$ cat src/rtl/wb_traffic_master_if.sv
// ---------------------------------------------------------------------------
// wb_traffic_master_if
// Wishbone bus between the traffic master (initiator) and the SDRAM
// controller's Wishbone slave port.
//   wb_cyc_o, wb_stb_o, wb_we_o   cycle / strobe / write enable (master out)
//   wb_addr_o [AW]                byte address (master out)
//   wb_sel_o  [DW/8]              byte selects (master out)
//   wb_dat_o  [DW]                write data (master out)
//   wb_cti_o  [3], wb_bte_o [2]   burst cycle type / burst type (master out)
//   wb_dat_i  [DW], wb_ack_i      read data / acknowledge (slave out)
// ---------------------------------------------------------------------------
interface wb_traffic_master_if #(
   parameter int DW = 32,
   parameter int AW = 32
);
   logic            wb_cyc_o;
   logic            wb_stb_o;
   logic            wb_we_o;
   logic [AW-1:0]   wb_addr_o;
   logic [DW/8-1:0] wb_sel_o;
   logic [DW-1:0]   wb_dat_o;
   logic [2:0]      wb_cti_o;
   logic [1:0]      wb_bte_o;
   logic [DW-1:0]   wb_dat_i;
   logic            wb_ack_i;

   modport master (
      output wb_cyc_o, wb_stb_o, wb_we_o, wb_addr_o, wb_sel_o,
             wb_dat_o, wb_cti_o, wb_bte_o,
      input  wb_dat_i, wb_ack_i
   );

   modport slave (
      input  wb_cyc_o, wb_stb_o, wb_we_o, wb_addr_o, wb_sel_o,
             wb_dat_o, wb_cti_o, wb_bte_o,
      output wb_dat_i, wb_ack_i
   );
endinterface

$ cat src/rtl/wb_traffic_master.sv
// ---------------------------------------------------------------------------
// wb_traffic_master
// Wishbone initiator for the test side of the wbi bus. Accepts one burst
// command at a time and issues an incrementing Wishbone burst. Writes carry
// the pattern P(k) = seed + k; reads are checked against the same pattern.
// Ports:
//   wb_clk_i, wb_rst_i     clock, synchronous active-high reset
//   cmd_valid/cmd_ready    command handshake (ready only while idle)
//   cmd_we, cmd_addr,      burst direction, start byte address,
//   cmd_len, cmd_seed      beat count (0 = no bus cycle), pattern seed
//   done, busy             end-of-command pulse, command in progress
//   err_cnt, fail_addr     saturating read-mismatch count, first bad address
//   timeout                sticky ack-timeout flag
//   wb                     Wishbone master modport
// ---------------------------------------------------------------------------
module wb_traffic_master #(
   parameter int DW   = 32,
   parameter int AW   = 32,
   parameter int LW   = 8,
   parameter int TO_W = 12
) (
   input  logic          wb_clk_i,
   input  logic          wb_rst_i,
   input  logic          cmd_valid,
   output logic          cmd_ready,
   input  logic          cmd_we,
   input  logic [AW-1:0] cmd_addr,
   input  logic [LW-1:0] cmd_len,
   input  logic [DW-1:0] cmd_seed,
   output logic          done,
   output logic          busy,
   output logic [15:0]   err_cnt,
   output logic [AW-1:0] fail_addr,
   output logic          timeout,
   wb_traffic_master_if.master wb
);

   typedef enum logic [1:0] {IDLE = 2'd0, BURST = 2'd1, FIN = 2'd2} state_t;

   localparam logic [2:0] CTI_INC = 3'b010;
   localparam logic [2:0] CTI_END = 3'b111;
   // Terminal count is one below all-ones: counting from 0, this gives
   // 2^TO_W-1 consecutive no-ack strobe cycles before the burst is abandoned.
   localparam logic [TO_W-1:0] TO_LAST = ~TO_W'(1);

   state_t          state_q, state_d;
   logic            we_q, we_d;
   logic [LW-1:0]   len_q, len_d;
   logic [LW-1:0]   k_q, k_d;
   logic [DW-1:0]   seed_q, seed_d;
   logic [TO_W-1:0] to_q, to_d;
   logic [15:0]     err_q, err_d;
   logic [AW-1:0]   fail_q, fail_d;
   logic            tmo_q, tmo_d;
   logic            act_q, act_d;
   logic            bwe_q, bwe_d;
   logic [AW-1:0]   addr_q, addr_d;
   logic [DW-1:0]   dat_q, dat_d;
   logic [2:0]      cti_q, cti_d;

   logic [DW-1:0]   pat;
   logic            ack_ok;
   logic            last_beat;
   logic            drop_bus;

   assign pat       = seed_q + DW'(k_q);
   assign ack_ok    = wb.wb_ack_i & act_q;
   assign last_beat = (k_q == len_q - LW'(1));

   // Next-state and next-value logic. Bus outputs are computed one cycle
   // ahead so that the registered address/data/cti for beat k+1 appear
   // immediately after the ack of beat k, giving one beat per cycle.
   always_comb begin
      state_d  = state_q;
      we_d     = we_q;
      len_d    = len_q;
      k_d      = k_q;
      seed_d   = seed_q;
      to_d     = to_q;
      err_d    = err_q;
      fail_d   = fail_q;
      tmo_d    = tmo_q;
      act_d    = act_q;
      bwe_d    = bwe_q;
      addr_d   = addr_q;
      dat_d    = dat_q;
      cti_d    = cti_q;
      drop_bus = 1'b0;

      case (state_q)
         IDLE: begin
            if (cmd_valid) begin
               we_d   = cmd_we;
               len_d  = cmd_len;
               seed_d = cmd_seed;
               k_d    = '0;
               to_d   = '0;
               if (cmd_len != '0) begin
                  state_d = BURST;
                  act_d   = 1'b1;
                  bwe_d   = cmd_we;
                  addr_d  = cmd_addr & ~AW'(3);
                  dat_d   = cmd_we ? cmd_seed : '0;
                  cti_d   = (cmd_len == LW'(1)) ? CTI_END : CTI_INC;
               end else begin
                  state_d = FIN;
               end
            end
         end
         BURST: begin
            if (ack_ok) begin
               to_d = '0;
               // Only the first mismatch since reset records its address.
               if (!we_q && (wb.wb_dat_i != pat)) begin
                  if (err_q != 16'hFFFF) err_d = err_q + 16'd1;
                  if (err_q == 16'd0)    fail_d = addr_q;
               end
               if (last_beat) begin
                  state_d  = FIN;
                  drop_bus = 1'b1;
               end else begin
                  k_d    = k_q + LW'(1);
                  addr_d = addr_q + AW'(4);
                  dat_d  = we_q ? (pat + DW'(1)) : '0;
                  cti_d  = ((k_q + LW'(2)) == len_q) ? CTI_END : CTI_INC;
               end
            end else if (to_q == TO_LAST) begin
               tmo_d    = 1'b1;
               state_d  = FIN;
               drop_bus = 1'b1;
            end else begin
               to_d = to_q + TO_W'(1);
            end
         end
         FIN: begin
            state_d = IDLE;
         end
         default: begin
            state_d  = IDLE;
            drop_bus = 1'b1;
         end
      endcase

      if (drop_bus) begin
         act_d  = 1'b0;
         bwe_d  = 1'b0;
         addr_d = '0;
         dat_d  = '0;
         cti_d  = '0;
      end
   end

   // State and datapath registers; reset abandons any burst in flight.
   always_ff @(posedge wb_clk_i) begin
      if (wb_rst_i) begin
         state_q <= IDLE;
         we_q    <= 1'b0;
         len_q   <= '0;
         k_q     <= '0;
         seed_q  <= '0;
         to_q    <= '0;
         err_q   <= '0;
         fail_q  <= '0;
         tmo_q   <= 1'b0;
         act_q   <= 1'b0;
         bwe_q   <= 1'b0;
         addr_q  <= '0;
         dat_q   <= '0;
         cti_q   <= '0;
      end else begin
         state_q <= state_d;
         we_q    <= we_d;
         len_q   <= len_d;
         k_q     <= k_d;
         seed_q  <= seed_d;
         to_q    <= to_d;
         err_q   <= err_d;
         fail_q  <= fail_d;
         tmo_q   <= tmo_d;
         act_q   <= act_d;
         bwe_q   <= bwe_d;
         addr_q  <= addr_d;
         dat_q   <= dat_d;
         cti_q   <= cti_d;
      end
   end

   assign cmd_ready    = (state_q == IDLE);
   assign done         = (state_q == FIN);
   assign busy         = (state_q != IDLE);
   assign err_cnt      = err_q;
   assign fail_addr    = fail_q;
   assign timeout      = tmo_q;

   assign wb.wb_cyc_o  = act_q;
   assign wb.wb_stb_o  = act_q;
   assign wb.wb_we_o   = bwe_q;
   assign wb.wb_addr_o = addr_q;
   assign wb.wb_sel_o  = {(DW/8){act_q}};
   assign wb.wb_dat_o  = dat_q;
   assign wb.wb_cti_o  = cti_q;
   assign wb.wb_bte_o  = 2'b00;

endmodule

$ cat src/flat_wrapper.sv
// flat-port wrapper written by rule: the top's interface ports become plain ports
module wb_traffic_master_flat 
#(
   parameter int DW   = 32,
   parameter int AW   = 32,
   parameter int LW   = 8,
   parameter int TO_W = 12
)
  (wb_clk_i, wb_rst_i, cmd_valid, cmd_ready, cmd_we, cmd_addr, cmd_len, cmd_seed, done, busy, err_cnt, fail_addr, timeout, wb_wb_cyc_o, wb_wb_stb_o, wb_wb_we_o, wb_wb_addr_o, wb_wb_sel_o, wb_wb_dat_o, wb_wb_cti_o, wb_wb_bte_o, wb_wb_dat_i, wb_wb_ack_i);
  wb_traffic_master_if #(.DW(DW), .AW(AW)) wb_i ();
  input  logic wb_clk_i;
  input  logic wb_rst_i;
  input  logic cmd_valid;
  output logic cmd_ready;
  input  logic cmd_we;
  input  logic [AW-1:0] cmd_addr;
  input  logic [LW-1:0] cmd_len;
  input  logic [DW-1:0] cmd_seed;
  output logic done;
  output logic busy;
  output logic [15:0] err_cnt;
  output logic [AW-1:0] fail_addr;
  output logic timeout;
  output wire logic [$bits(wb_i.wb_cyc_o)-1:0] wb_wb_cyc_o;
  output wire logic [$bits(wb_i.wb_stb_o)-1:0] wb_wb_stb_o;
  output wire logic [$bits(wb_i.wb_we_o)-1:0] wb_wb_we_o;
  output wire logic [$bits(wb_i.wb_addr_o)-1:0] wb_wb_addr_o;
  output wire logic [$bits(wb_i.wb_sel_o)-1:0] wb_wb_sel_o;
  output wire logic [$bits(wb_i.wb_dat_o)-1:0] wb_wb_dat_o;
  output wire logic [$bits(wb_i.wb_cti_o)-1:0] wb_wb_cti_o;
  output wire logic [$bits(wb_i.wb_bte_o)-1:0] wb_wb_bte_o;
  input wire logic [$bits(wb_i.wb_dat_i)-1:0] wb_wb_dat_i;
  input wire logic [$bits(wb_i.wb_ack_i)-1:0] wb_wb_ack_i;
  assign wb_wb_cyc_o = wb_i.wb_cyc_o;
  assign wb_wb_stb_o = wb_i.wb_stb_o;
  assign wb_wb_we_o = wb_i.wb_we_o;
  assign wb_wb_addr_o = wb_i.wb_addr_o;
  assign wb_wb_sel_o = wb_i.wb_sel_o;
  assign wb_wb_dat_o = wb_i.wb_dat_o;
  assign wb_wb_cti_o = wb_i.wb_cti_o;
  assign wb_wb_bte_o = wb_i.wb_bte_o;
  assign wb_i.wb_dat_i = wb_wb_dat_i;
  assign wb_i.wb_ack_i = wb_wb_ack_i;
  wb_traffic_master #(.DW(DW), .AW(AW), .LW(LW), .TO_W(TO_W)) u_core (.wb_clk_i(wb_clk_i), .wb_rst_i(wb_rst_i), .cmd_valid(cmd_valid), .cmd_ready(cmd_ready), .cmd_we(cmd_we), .cmd_addr(cmd_addr), .cmd_len(cmd_len), .cmd_seed(cmd_seed), .done(done), .busy(busy), .err_cnt(err_cnt), .fail_addr(fail_addr), .timeout(timeout), .wb(wb_i));
endmodule
$ cat config.mk
export PLATFORM = sky130hd
export DESIGN_NAME = wb_traffic_master_flat
export DESIGN_NICKNAME = d
export VERILOG_FILES = /design/src/rtl/wb_traffic_master_if.sv /design/src/rtl/wb_traffic_master.sv /design/src/flat_wrapper.sv
export SDC_FILE = /design/constraint.sdc
export NUM_CORES = 1
export LEC_CHECK = 0
export CORE_MARGIN = 2
export CORE_UTILIZATION = 57
export CTS_CLUSTER_SIZE = 8
export DETAILED_ROUTE_END_ITERATION = 8
export PLACE_DENSITY = 0.87
export SLEW_MARGIN = 15
export SYNTH_ARGS = -nofsm -noshare
export SYNTH_HDL_FRONTEND = slang
export SYNTH_SLANG_ARGS = --single-unit
$ cat constraint.sdc
create_clock -name wb_clk_i -period 12.4 [get_ports wb_clk_i]
set_input_delay 1.24 -clock wb_clk_i [delete_from_list [all_inputs] [get_ports wb_clk_i]]
set_output_delay 1.24 -clock wb_clk_i [all_outputs]
set_load 0.005 [all_outputs]
==> metrics.md <==
| Metric | Value |
|---|---|
| Warnings from Yosys | 0 |
| Clk buf depth | 2 |
| Main flop type after synthesis | dfxtp_1 |
| Clk sinks | 176 |
| Iteration-0 DRC Markers | 1172 |
| Site Rows | 52 |
| Compound-Gate Fraction of Synth Area | 19.4% |
| Clock latency on the worst-skew pair | 0.44 ns |
| Crit-path max cell delay | approximately 0.9 ns |
| Antenna-violating nets left | 0 |
| Post-Syn Area | ~12000 sq um |
| Hold crit path type | flop to flop |
| Mux share of post-synthesis cell area | 4.80% |
| Die ar. | 21600 sq um |
| Synthesized area per cell | 7.65 sq um |
| Post-Synth Simple-Gate Area | 29.8% |
| CP Data Arrival Time | 5.80 ns |
| FF-to-FF setup slack | 6.93 ns |
| Crit path cell chain | ha_1, inv_1, fa_1, nand2b_1, a21o_1, o21a_1, nor4_1, o21bai_1, or4_1, or4_4, nor4_4, nor4_1, mux2_1 |
| Max-Cap Viols | 0 |
| Distinct cells, synth | 90 |
| Outcome | completed |
| # fillers | 1564 |
| Hold_sp | u_core.seed_q[7] |
| WL/cell | 20.8 um |
| FFs w/ async S/R, synth | 0% |
| Critical path class | flop to flop |
| Min cycle time layout | ~5.5 ns |
| Post-synthesis xor/xnor area fraction | 8.38% |
| WP data required | 12.73 ns |
| CTS root buffer | clkbuf_16 |
| Adder-cell share of the synthesized area | 2.00% |
| Hold-critical path depth | 2 |
| H-Tree Depth | 4 |
| Synth Instances | 1523 |
| Reg2reg end | u_core.err_cnt[6] |
| Hold-fix buffer count after cts | 0 |
| Max FO, Critical Path | 17 |
| Met3 WL | 3.64 mm |
| Antenna violations before repair | 1 |
| GPL Wtd Cong | 0.979 |
| FF+latch area | 3520 sq um |
| Post-Route M1 WL | 16.9 mm |
| Worst-Margin Slew | 1.15 ns |
| Max-slew headroom | 22.6% |
| CTS buffer count | 17 |
| Area grow syn2layout | 24.3% |
| Highest Signal Layer | met4 |
| I/O Buffers | between 200 and 250 |
| Largest net degree at the start of global routing | 91 |
| Layout Nets | 1803 |
| Fin. Hold Viols | 0 |
| Setup tns final | 0 ns |
| Die Y | 147 um |
| Fin Clk Skew | 0.0173 ns |
| Final setup fails | 0 |
| Period utilization | 44.1% |
| Peak Freq | 0.183 GHz |
| Final Max Tran Viols | 0 |
| Register area share after synthesis | between 30% and 40% |
| I/O pins | between 200 and 250 |
| Final setup margin | between 6 and 7 ns |
| Leakage | 5.22 nW |
| Clock slew at the register clock pins of the worst setup and hold paths | 0.07 ns |
| Drt pass-1 iters | 6 |
| Synthesized flop and latch total | 176 |
| Largest family of logic cells by synthesized area | simple AND/OR/NAND/NOR gates |
| EDFF count, synth | 0 |
| Worst Setup Slack post-DPL | 7.07 ns |
| Most used cell along the critical path | nor4_1 |
| Crit. End Element | flop |
| Worst-case reg-to-reg path depth | 13 |
| Remaining DRCs | 0 |
| Setup bufs post-CTS | 0 |
| WL final | between 40 and 50 mm |
| Final Util | 71.8% |
| Share of layout cells above drive strength 1 | between 5 and 6% |
| Hold Path Sink | u_core.seed_q[7] |
| Total GRT Usage | between 30% and 40% |
| Unrepaired setup endpoints after global routing | false |
| CTS tree | built |
| Routed wl met2 | between 15 and 20 mm |
| PostCTS Resize Cnt | 0 |
| Slowest stage cell, crit path | nor4_4 |
| Pwr dens | 108 nW/um^2 |
| Global-route wire length before repair | 63.3 mm |
| Via total after detailed routing | 12.4k |
| Initial Utilization | 57.7% |
| CP startpoint kind | flop |
| Number of vias per cell | 6.35 |
| N_diodes | 0 |
| Dpl hpwl | around 30 mm |
| Number of global-route vias before repair | 11.5k |
| Peak VDD IR | just over 0.0001 V |
| GRT overflow | 0 |
| Dpl cells | 1927 |
| Die width | between 100 and 150 um |
| Area occupied by multi-input gates | between 7000 and 8000 sq um |
| Core outline area | 20200 sq um |
| FF-to-FF Start | u_core.k_q[0] |
| Non-Filler Instances | 1959 |
[worst max path at each step]
stage,start,endpoint,slack (ns),cells past startpoint
6_report,u_core.k_q[0],u_core.err_cnt[6],6.93,13
5_1_grt,u_core.k_q[0],u_core.err_cnt[4],6.82,13
4_1_cts,u_core.k_q[0],u_core.err_cnt[4],7.02,13
3_5_place_dp,wb_wb_dat_i[15],u_core.err_cnt[6],7.07,11
3_3_place_gp,wb_wb_dat_i[15],u_core.err_cnt[6],7.04,11
2_1_floorplan,u_core.k_q[0],u_core.err_cnt[0],8.14,14
[flip-flops by register name, indices dropped and copies added, names as in the netlist, 2 cells and up]
| register | count |
|---|---|
| u_core.seed_q | 32 |
| u_core.wb.wb_dat_o | 32 |
| u_core.fail_addr | 30 |
| u_core.wb.wb_addr_o | 30 |
| u_core.err_cnt | 16 |
| u_core.to_q | 12 |
| u_core.k_q | 8 |
| u_core.len_q | 8 |
| u_core.state_q | 2 |
| u_core.wb.wb_cti_o | 2 |
[where the power goes]
part           switching, mW  leakage [nW]  internal (mW)
clock network          0.265         0.300          0.293
logic                  0.184          3.48          0.165
registers             0.0531          1.44          0.602
total                  0.503          5.22           1.06
[metrics by stage]
| stage | cell area, sq um | power, mW | hold WS (ns) |
|---|---|---|---|
| global route | 14500 | 1.62 | 0.500 |
| detailed placement | 13900 | 1.01 | 0.453 |
| floorplan | 11700 | 0.850 | 0.441 |
| global placement | 13900 | 0.997 | 0.447 |
| finish | 14500 | 1.56 | 0.466 |
| CTS | 14500 | 1.56 | 0.465 |
[routing by layer]
layer  vias up  global-route usage (%)
li1       5809                       -
met1      5828                    48.0
met2       686                    59.5
met3       113                    8.54
met4         0                    14.0
met5         -                       0
[synthesized netlist by cell type, types with 21 or more instances]
cell	n	share of area, %
xnor2_1	57	4.3
nor2_1	196	6.3
xor2_1	42	3.2
nand2_1	178	5.7
a221oi_1	29	2.2
dfxtp_1	176	30
mux2i_1	39	3.4
clkbuf_1	68	2.2
nor3_1	73	3.1
nand3_1	56	2.4
inv_1	26	0.84
nor4_1	24	1.3
a21oi_1	108	4.6
and3_1	24	1.3
nand4_1	26	1.4
a211oi_1	21	1.4
o21ai_0	42	1.8
[layout make-up]
type	instances	share of cell area, %
Clock inverter	14	1.29
Inverter	26	0.674
Multi-Input combinational cell	1214	52.0
Sequential cell	176	24.3
Clock buffer	18	2.96
Timing Repair Buffer	241	16.4
Tap cell	270	2.33
[logic make-up after synthesis]
group	count (synthesis)
AND/OR/NAND/NOR	702
AO/OA/AOI/OAI	332
flip-flops	176
buffers and inverters	138
XOR/XNOR	104
multiplexers	52
adder cells (fa/ha/maj)	18
other	1
[layout by cell type, fill, tap and decap left out, types with 5 or more instances in the layout]
cell type,n
clkdlybuf4s50_1,227
nor2_1,196
nand2_1,178
dfxtp_1,176
a21oi_1,108
nor3_1,73
xnor2_1,57
nand3_1,56
o21ai_0,42
xor2_1,42
mux2i_1,39
a221oi_1,29
inv_1,26
nand4_1,26
and3_1,24
nor4_1,23
a211oi_1,21
nor2b_1,18
ha_1,17
clkbuf_16,17
nand2b_1,15
or3_1,15
or4_1,14
buf_4,14
o21a_1,13
a31oi_1,13
and2_1,12
o22ai_1,11
and4_1,10
a22oi_1,8
o31ai_1,7
o211ai_1,7
mux2_1,7
o2111ai_1,6
mux2_4,6
conb_1,6
o21ai_1,5
a21o_1,5
inv_8,5
[worst max-delay path, delay by kind of cell (launching register included)]
kind / cells / cell delay [ns]
AND/OR/NAND/NOR: 6 / 2.92
AO/OA/AOI/OAI: 3 / 0.77
adder cells (fa/ha/maj): 2 / 0.75
flip-flops: 1 / 0.47
multiplexers: 1 / 0.36
buffers and inverters: 1 / 0.09
No activity file was read; power rests on OpenSTA's default activity.
